--- config.mk ---
export PLATFORM = sky130hd
export DESIGN_NAME = note_sequencer
export DESIGN_NICKNAME = d
export VERILOG_FILES = /design/src/rtl/note_sequencer_pkg.sv /design/src/rtl/note_sequencer_lut.sv /design/src/rtl/note_sequencer.sv
export SDC_FILE = /design/constraint.sdc
export NUM_CORES = 1
export LEC_CHECK = 0
export ABC_AREA = 1
export CAP_MARGIN = 20
export CORE_UTILIZATION = 25
export CTS_CLUSTER_DIAMETER = 150
export CTS_CLUSTER_SIZE = 10
export DETAILED_ROUTE_END_ITERATION = 6
export GPL_TIMING_DRIVEN = 0
export HOLD_SLACK_MARGIN = 0.15
export PLACE_DENSITY = 0.5
export REMOVE_ABC_BUFFERS = 1
export SYNTH_ARGS = -nofsm -noshare
export SYNTH_HDL_FRONTEND = slang
export SYNTH_SLANG_ARGS = --single-unit
--- constraint.sdc ---
create_clock -name clk_in -period 4.1 [get_ports clk_in]
set_input_delay 0.41 -clock clk_in [delete_from_list [all_inputs] [get_ports clk_in]]
set_output_delay 0.41 -clock clk_in [all_outputs]
set_load 0.05 [all_outputs]
--- src/rtl/note_sequencer_pkg.sv ---
// Shared definitions for the song sequencer and the keyboard-play path:
// note codes, divisor derivation, ROM word layout and FSM encoding.
package note_sequencer_pkg;

  localparam int unsigned DIV_W          = 32;
  localparam int unsigned CODE_W         = 4;
  localparam int unsigned UNITS_W        = 4;
  localparam int unsigned DEFAULT_CLK_HZ = 50_000_000;

  localparam logic [CODE_W-1:0] NOTE_DO1 = 4'b0001;
  localparam logic [CODE_W-1:0] NOTE_RE  = 4'b0011;
  localparam logic [CODE_W-1:0] NOTE_MI  = 4'b0101;
  localparam logic [CODE_W-1:0] NOTE_FA  = 4'b1001;
  localparam logic [CODE_W-1:0] NOTE_SOL = 4'b0111;
  localparam logic [CODE_W-1:0] NOTE_LA  = 4'b1011;
  localparam logic [CODE_W-1:0] NOTE_SI  = 4'b1101;
  localparam logic [CODE_W-1:0] NOTE_DO2 = 4'b1111;

  localparam logic [DIV_W-1:0] NO_SOUND   = '0;
  localparam logic [7:0]       END_MARKER = 8'h00;

  typedef enum logic [2:0] {
    ST_IDLE,
    ST_FETCH,
    ST_LOAD,
    ST_PLAY,
    ST_GAP
  } state_t;

  typedef struct packed {
    logic [CODE_W-1:0]  code;
    logic [UNITS_W-1:0] units;
  } rom_word_t;

  // Divisor = clk_hz / tone frequency, truncated; unknown codes are rests.
  function automatic logic [DIV_W-1:0] note_divisor(input logic [CODE_W-1:0] code,
                                                    input int unsigned clk_hz);
    case (code)
      NOTE_DO1: note_divisor = DIV_W'(clk_hz / 523);
      NOTE_RE:  note_divisor = DIV_W'(clk_hz / 587);
      NOTE_MI:  note_divisor = DIV_W'(clk_hz / 659);
      NOTE_FA:  note_divisor = DIV_W'(clk_hz / 698);
      NOTE_SOL: note_divisor = DIV_W'(clk_hz / 783);
      NOTE_LA:  note_divisor = DIV_W'(clk_hz / 880);
      NOTE_SI:  note_divisor = DIV_W'(clk_hz / 987);
      NOTE_DO2: note_divisor = DIV_W'(clk_hz / 1046);
      default:  note_divisor = NO_SOUND;
    endcase
  endfunction

endpackage

--- src/rtl/note_sequencer_lut.sv ---
// Combinational note code to tone divisor lookup; shared with keyboard play.
module note_lut
  import note_sequencer_pkg::*;
#(
  parameter int unsigned CLK_HZ = DEFAULT_CLK_HZ
) (
  input  logic [3:0]  code,
  output logic [31:0] divisor_c
);

  always_comb begin
    divisor_c = note_divisor(code, CLK_HZ);
  end

endmodule

--- src/rtl/note_sequencer.sv ---
// Song ROM sequencer: fetches note words, holds each tone for its duration,
// then inserts a silence gap. Start/stop/pause/loop control from board keys.
module note_sequencer
  import note_sequencer_pkg::*;
#(
  parameter int unsigned CLK_HZ     = DEFAULT_CLK_HZ,
  parameter int unsigned TICK_DIV   = 5_000_000,
  parameter int unsigned GAP_CYCLES = 500_000,
  parameter int unsigned ADDR_W     = 8
) (
  input  logic              clk_in,
  input  logic              reset,
  input  logic              start,
  input  logic              stop,
  input  logic              pause,
  input  logic              loop_en,
  output logic [ADDR_W-1:0] rom_addr,
  output logic              rom_rd,
  input  logic [7:0]        rom_data,
  output logic [31:0]       divisor,
  output logic              playing,
  output logic              note_strobe,
  output logic              done
);

  localparam logic [31:0] TICK_W   = 32'(TICK_DIV);
  localparam logic [31:0] GAP_LOAD = 32'(GAP_CYCLES - 1);

  state_t      state;
  logic [3:0]  code_q;
  logic [31:0] dur_cnt;
  logic [31:0] gap_cnt;

  rom_word_t   word_c;
  logic [31:0] units_c;
  logic [31:0] dur_load_c;
  logic [3:0]  lut_code_c;
  logic [31:0] lut_div_c;

  // A zero units field stands for the longest note, 16 units.
  always_comb begin
    word_c     = rom_word_t'(rom_data);
    units_c    = (word_c.units == 4'd0) ? 32'd16 : 32'(word_c.units);
    dur_load_c = (units_c * TICK_W) - 32'd1;
    lut_code_c = (state == ST_LOAD) ? word_c.code : code_q;
  end

  note_lut #(
    .CLK_HZ(CLK_HZ)
  ) u_note_lut (
    .code      (lut_code_c),
    .divisor_c (lut_div_c)
  );

  always_ff @(posedge clk_in) begin
    if (reset) begin
      state       <= ST_IDLE;
      code_q      <= '0;
      dur_cnt     <= '0;
      gap_cnt     <= '0;
      rom_addr    <= '0;
      rom_rd      <= 1'b0;
      divisor     <= NO_SOUND;
      playing     <= 1'b0;
      note_strobe <= 1'b0;
      done        <= 1'b0;
    end else begin
      rom_rd      <= 1'b0;
      note_strobe <= 1'b0;
      done        <= 1'b0;
      if (stop) begin
        state    <= ST_IDLE;
        rom_addr <= '0;
        divisor  <= NO_SOUND;
        playing  <= 1'b0;
        dur_cnt  <= '0;
        gap_cnt  <= '0;
      end else begin
        case (state)
          ST_IDLE: begin
            divisor <= NO_SOUND;
            if (start) begin
              state    <= ST_FETCH;
              rom_addr <= '0;
              rom_rd   <= 1'b1;
              playing  <= 1'b1;
            end
          end
          ST_FETCH: begin
            state <= ST_LOAD;
          end
          ST_LOAD: begin
            if (rom_data == END_MARKER) begin
              if (loop_en) begin
                state    <= ST_FETCH;
                rom_addr <= '0;
                rom_rd   <= 1'b1;
              end else begin
                state   <= ST_IDLE;
                playing <= 1'b0;
                done    <= 1'b1;
              end
            end else begin
              state       <= ST_PLAY;
              code_q      <= word_c.code;
              divisor     <= lut_div_c;
              dur_cnt     <= dur_load_c;
              note_strobe <= 1'b1;
            end
          end
          // Pause silences the tone but keeps the count; release restores it.
          ST_PLAY: begin
            if (pause) begin
              divisor <= NO_SOUND;
            end else if (dur_cnt == 32'd0) begin
              state   <= ST_GAP;
              divisor <= NO_SOUND;
              gap_cnt <= GAP_LOAD;
            end else begin
              dur_cnt <= dur_cnt - 32'd1;
              divisor <= lut_div_c;
            end
          end
          ST_GAP: begin
            if (!pause) begin
              if (gap_cnt == 32'd0) begin
                state    <= ST_FETCH;
                rom_addr <= rom_addr + ADDR_W'(1);
                rom_rd   <= 1'b1;
              end else begin
                gap_cnt <= gap_cnt - 32'd1;
              end
            end
          end
          default: begin
            state   <= ST_IDLE;
            divisor <= NO_SOUND;
            playing <= 1'b0;
          end
        endcase
      end
    end
  end

endmodule

==> run metrics <==
Core Region 0.03075 mm2; RSZ-0062 raised after global routing no; DPL Wire Length 16870 um; cell area after layout 0.009077 mm2; H-tree depth 3; most frequent cells in the layout 324 x nand2_1, 169 x nor2_1, 118 x inv_1, 114 x a21oi_1, 98 x dfxtp_1; Overflow after GRT 0; Util after Layout 0.2952; Comb pwr share 0.289; data arrival time of the critical path 4.09 ns; die height roughly 180 um; PwrDens around 290 mW/mm2; Fillers 3434; f_max 263.8 MHz; syn_area_per_cell 6.134 um2; Max-slew headroom 0.3370; Clock transition at path regs roughly 0.070 ns; Max-Cap Viols 0; global-route wire length before repair 36800 um; Area contributors post-synth dfxtp_1 25%, nand2_1 16%, nor2_1 8.3%; Routed Wire Length 22160 um; Placement Rows 64; Worst VDD drop 0.1750 mV; RR Startpoint state[0]; Die ar. 0.03207 mm2; Layout Area Growth over Synthesis 15.80%; Layout Nets 1362; Tmin final around 3.8 ns; P_sw 0.9302 mW; setup slack, reg-to-reg about 1.1 ns; CTS tree done; failing checks design-rule violations; Vias per Instance 4.634; vias in the first global route 7412; antenna violations before repair 0; Worst Hold Path Cells 2; element type at the critical path end register; Yosys warnings 0; WHS about 0.46 ns; mapped cell area 0.007839 mm2; share of synthesized flip-flops with an asynchronous set or reset 0; Seq/Total Area, Yosys 0.2503; distinct cell type count of the synthesized netlist 51; GP Congestion 0.8416; pre-CTS setup slack -1.327 ns; leading cell type in the layout, fill and taps excluded nand2_1; layout cells sized above 1 0.09249; Synth Register Bits 98; WP data required around 4.4 ns; Pins Over Slew Limit 0; pin slew with the least headroom to its limit roughly 0.99 ns; drc violations 3; wire per inst between 10 and 15 um; Worst Reg-to-Reg Cells 10; Clock Latency Late Sink 0.36 ns; setup violators final 0; clk root buf clkbuf_16; min-delay src code_q[3]; fin crit share 0.9247; drt first-iter violations 455; Final WS setup 0.3089 ns; Main synth FF type dfxtp_1; LEAKAGE just over 4 nW; worst hold endpoint code_q[3]; largest net degree at the start of global routing 51; Setup CP Type primary input to register; Antenna diodes 0; footprint of the multi-input gates about 0.0053 mm2; Int Pwr ~1.7 mW; port bufs 41; register area 0.001962 mm2; Die W 179.1 um; Synth top area share 0.2503; Tightest Hold Check Type register to register; All-Layer GR Usage 0.1423; Syn Inst Count 1278; sw frac 0.3527; Final Hold Fails 0; Max Buffers Root-to-Sink 2; hold_buf cts 0; DR pass1 iterations 7; CTS sink cnt 98; Routed Antenna Nets 0; CP Max Fanout 8; status finished, violations left; Num CTS Buffers 9; startpoint types primary input; initial core utilization 0.2549; share of power burned in registers 0.367; I/O pin cnt 58; Yosys top cell by area dfxtp_1; EDFF count, synth 0; Area after DPL 0.008568 mm2; clk_skew 0.01305 ns; Worst R2R End gap_cnt[1]; clock share of power 0.344; via count between 7000 and 8000
metrics by stage:
stage / cells / power (mW) / TNS (ns)
floorplan: 1248 / 1.537 / 0
global placement: 1685 / 1.703 / -47.53
detailed placement: 1688 / 1.713 / -22.85
CTS: 1708 / 2.639 / 0
global route: 1715 / 2.805 / 0
finish: 1715 / 2.637 / 0
final cells by class:
class,count,share of cell area
tap,396,0.05458
inverter,137,0.05720
multi-input combinational,1013,0.5790
clock inverter,6,0.008132
timing repair buffer,55,0.05858
sequential,98,0.2161
clock buffer,10,0.02633
synthesized netlist by cell type (4+ instances only):
library cell    n
buf_2           7
nor2_1        173
nand2_2        10
ha_1           32
or2_2           4
nor3_1         21
a31oi_1         5
nand4_1        28
xor2_1         23
nand3b_1        7
nand3_1        89
o211ai_1        5
a21oi_1       115
nor2_2         20
dfxtp_1        98
inv_1         119
inv_2          17
o21ai_1         6
xnor2_1        15
buf_6           4
buf_4          21
nand2_1       326
nor2_4          5
clkbuf_1       15
nor4_1          6
o21ai_0        67
worst max-delay path, stage by stage:
cell and delay, ns:
clkdlybuf4s15_1 0.33, inv_1 0.11, ha_1 0.22, nand2_4 0.15, nand2_1 0.15, nor2_1 0.20, nor2_1 0.08, ha_1 0.28
ha_2 0.23, fa_2 0.47, xnor2_4 0.20, nand2_1 0.08, nor2_2 0.15, nand3_2 0.12, inv_2 0.11, nand3_2 0.12
nor3_4 0.17, nand4_1 0.18, nor2_4 0.20, nor2_1 0.06, nor2_1 0.07
sequential cells by signal, summed over array words and instances, names as in the netlist:
name and cells:
divisor 15, gap_cnt 32, rom_addr 8, playing 1
rom_rd 1, dur_cnt 32, state 3, note_strobe 1
code_q 4, done 1
power by group through the flow:
| stage | Sequential [mW] | Combinational, mW | Clock, mW |
|---|---|---|---|
| finish | 0.968 | 0.762 | 0.907 |
| global route | 0.969 | 0.862 | 0.974 |
| CTS | 0.968 | 0.735 | 0.936 |
| detailed placement | 0.990 | 0.723 | 0 |
| global placement | 0.990 | 0.713 | 0 |
| floorplan | 0.995 | 0.542 | 0 |
worst max-delay path by stage:
| stage | depth (start not counted) | slack [ns] | end | startpoint |
|---|---|---|---|---|
| 6_report | 21 | 0.31 | dur_cnt[31] | rom_data[3] |
| 5_1_grt | 25 | 0.02 | dur_cnt[26] | rom_data[3] |
| 4_1_cts | 22 | 0.004 | dur_cnt[28] | rom_data[1] |
| 3_5_place_dp | 20 | -1.33 | dur_cnt[29] | rom_data[1] |
| 3_3_place_gp | 20 | -1.30 | dur_cnt[24] | rom_data[1] |
| 2_1_floorplan | 22 | 0.37 | dur_cnt[22] | rom_data[1] |
kinds of logic (layout without fill, tap and decap cells):
kind of cell,after synthesis,count (layout),share of synthesized area
flops,98,98,0.2503
xor+xnor,38,38,0.04246
buf+inv,186,208,0.1041
other cells,1,20,0.0004784
simple gates,707,707,0.4005
compound gates,214,214,0.1461
fa+ha+maj,34,34,0.05618
metal layers:
layer  wire length, um  share of wire  GRT usage  vias up
met5                 0              0          0        -
met2             10340           0.47     0.2384       88
met3               487          0.022    0.02248       16
li1                  -              -          -     4215
met1             11080           0.50     0.1904     3629
met4               252          0.011    0.03001        0
repair_timing:
action / CTS / global route
pin swaps: 1 / 9
gates cloned: 0 / 0
gates resized for setup: 14 / 21
setup endpoints to repair: 22 / 16
buffers inserted: 4 / 7
Power figures use the tool's default switching activity.
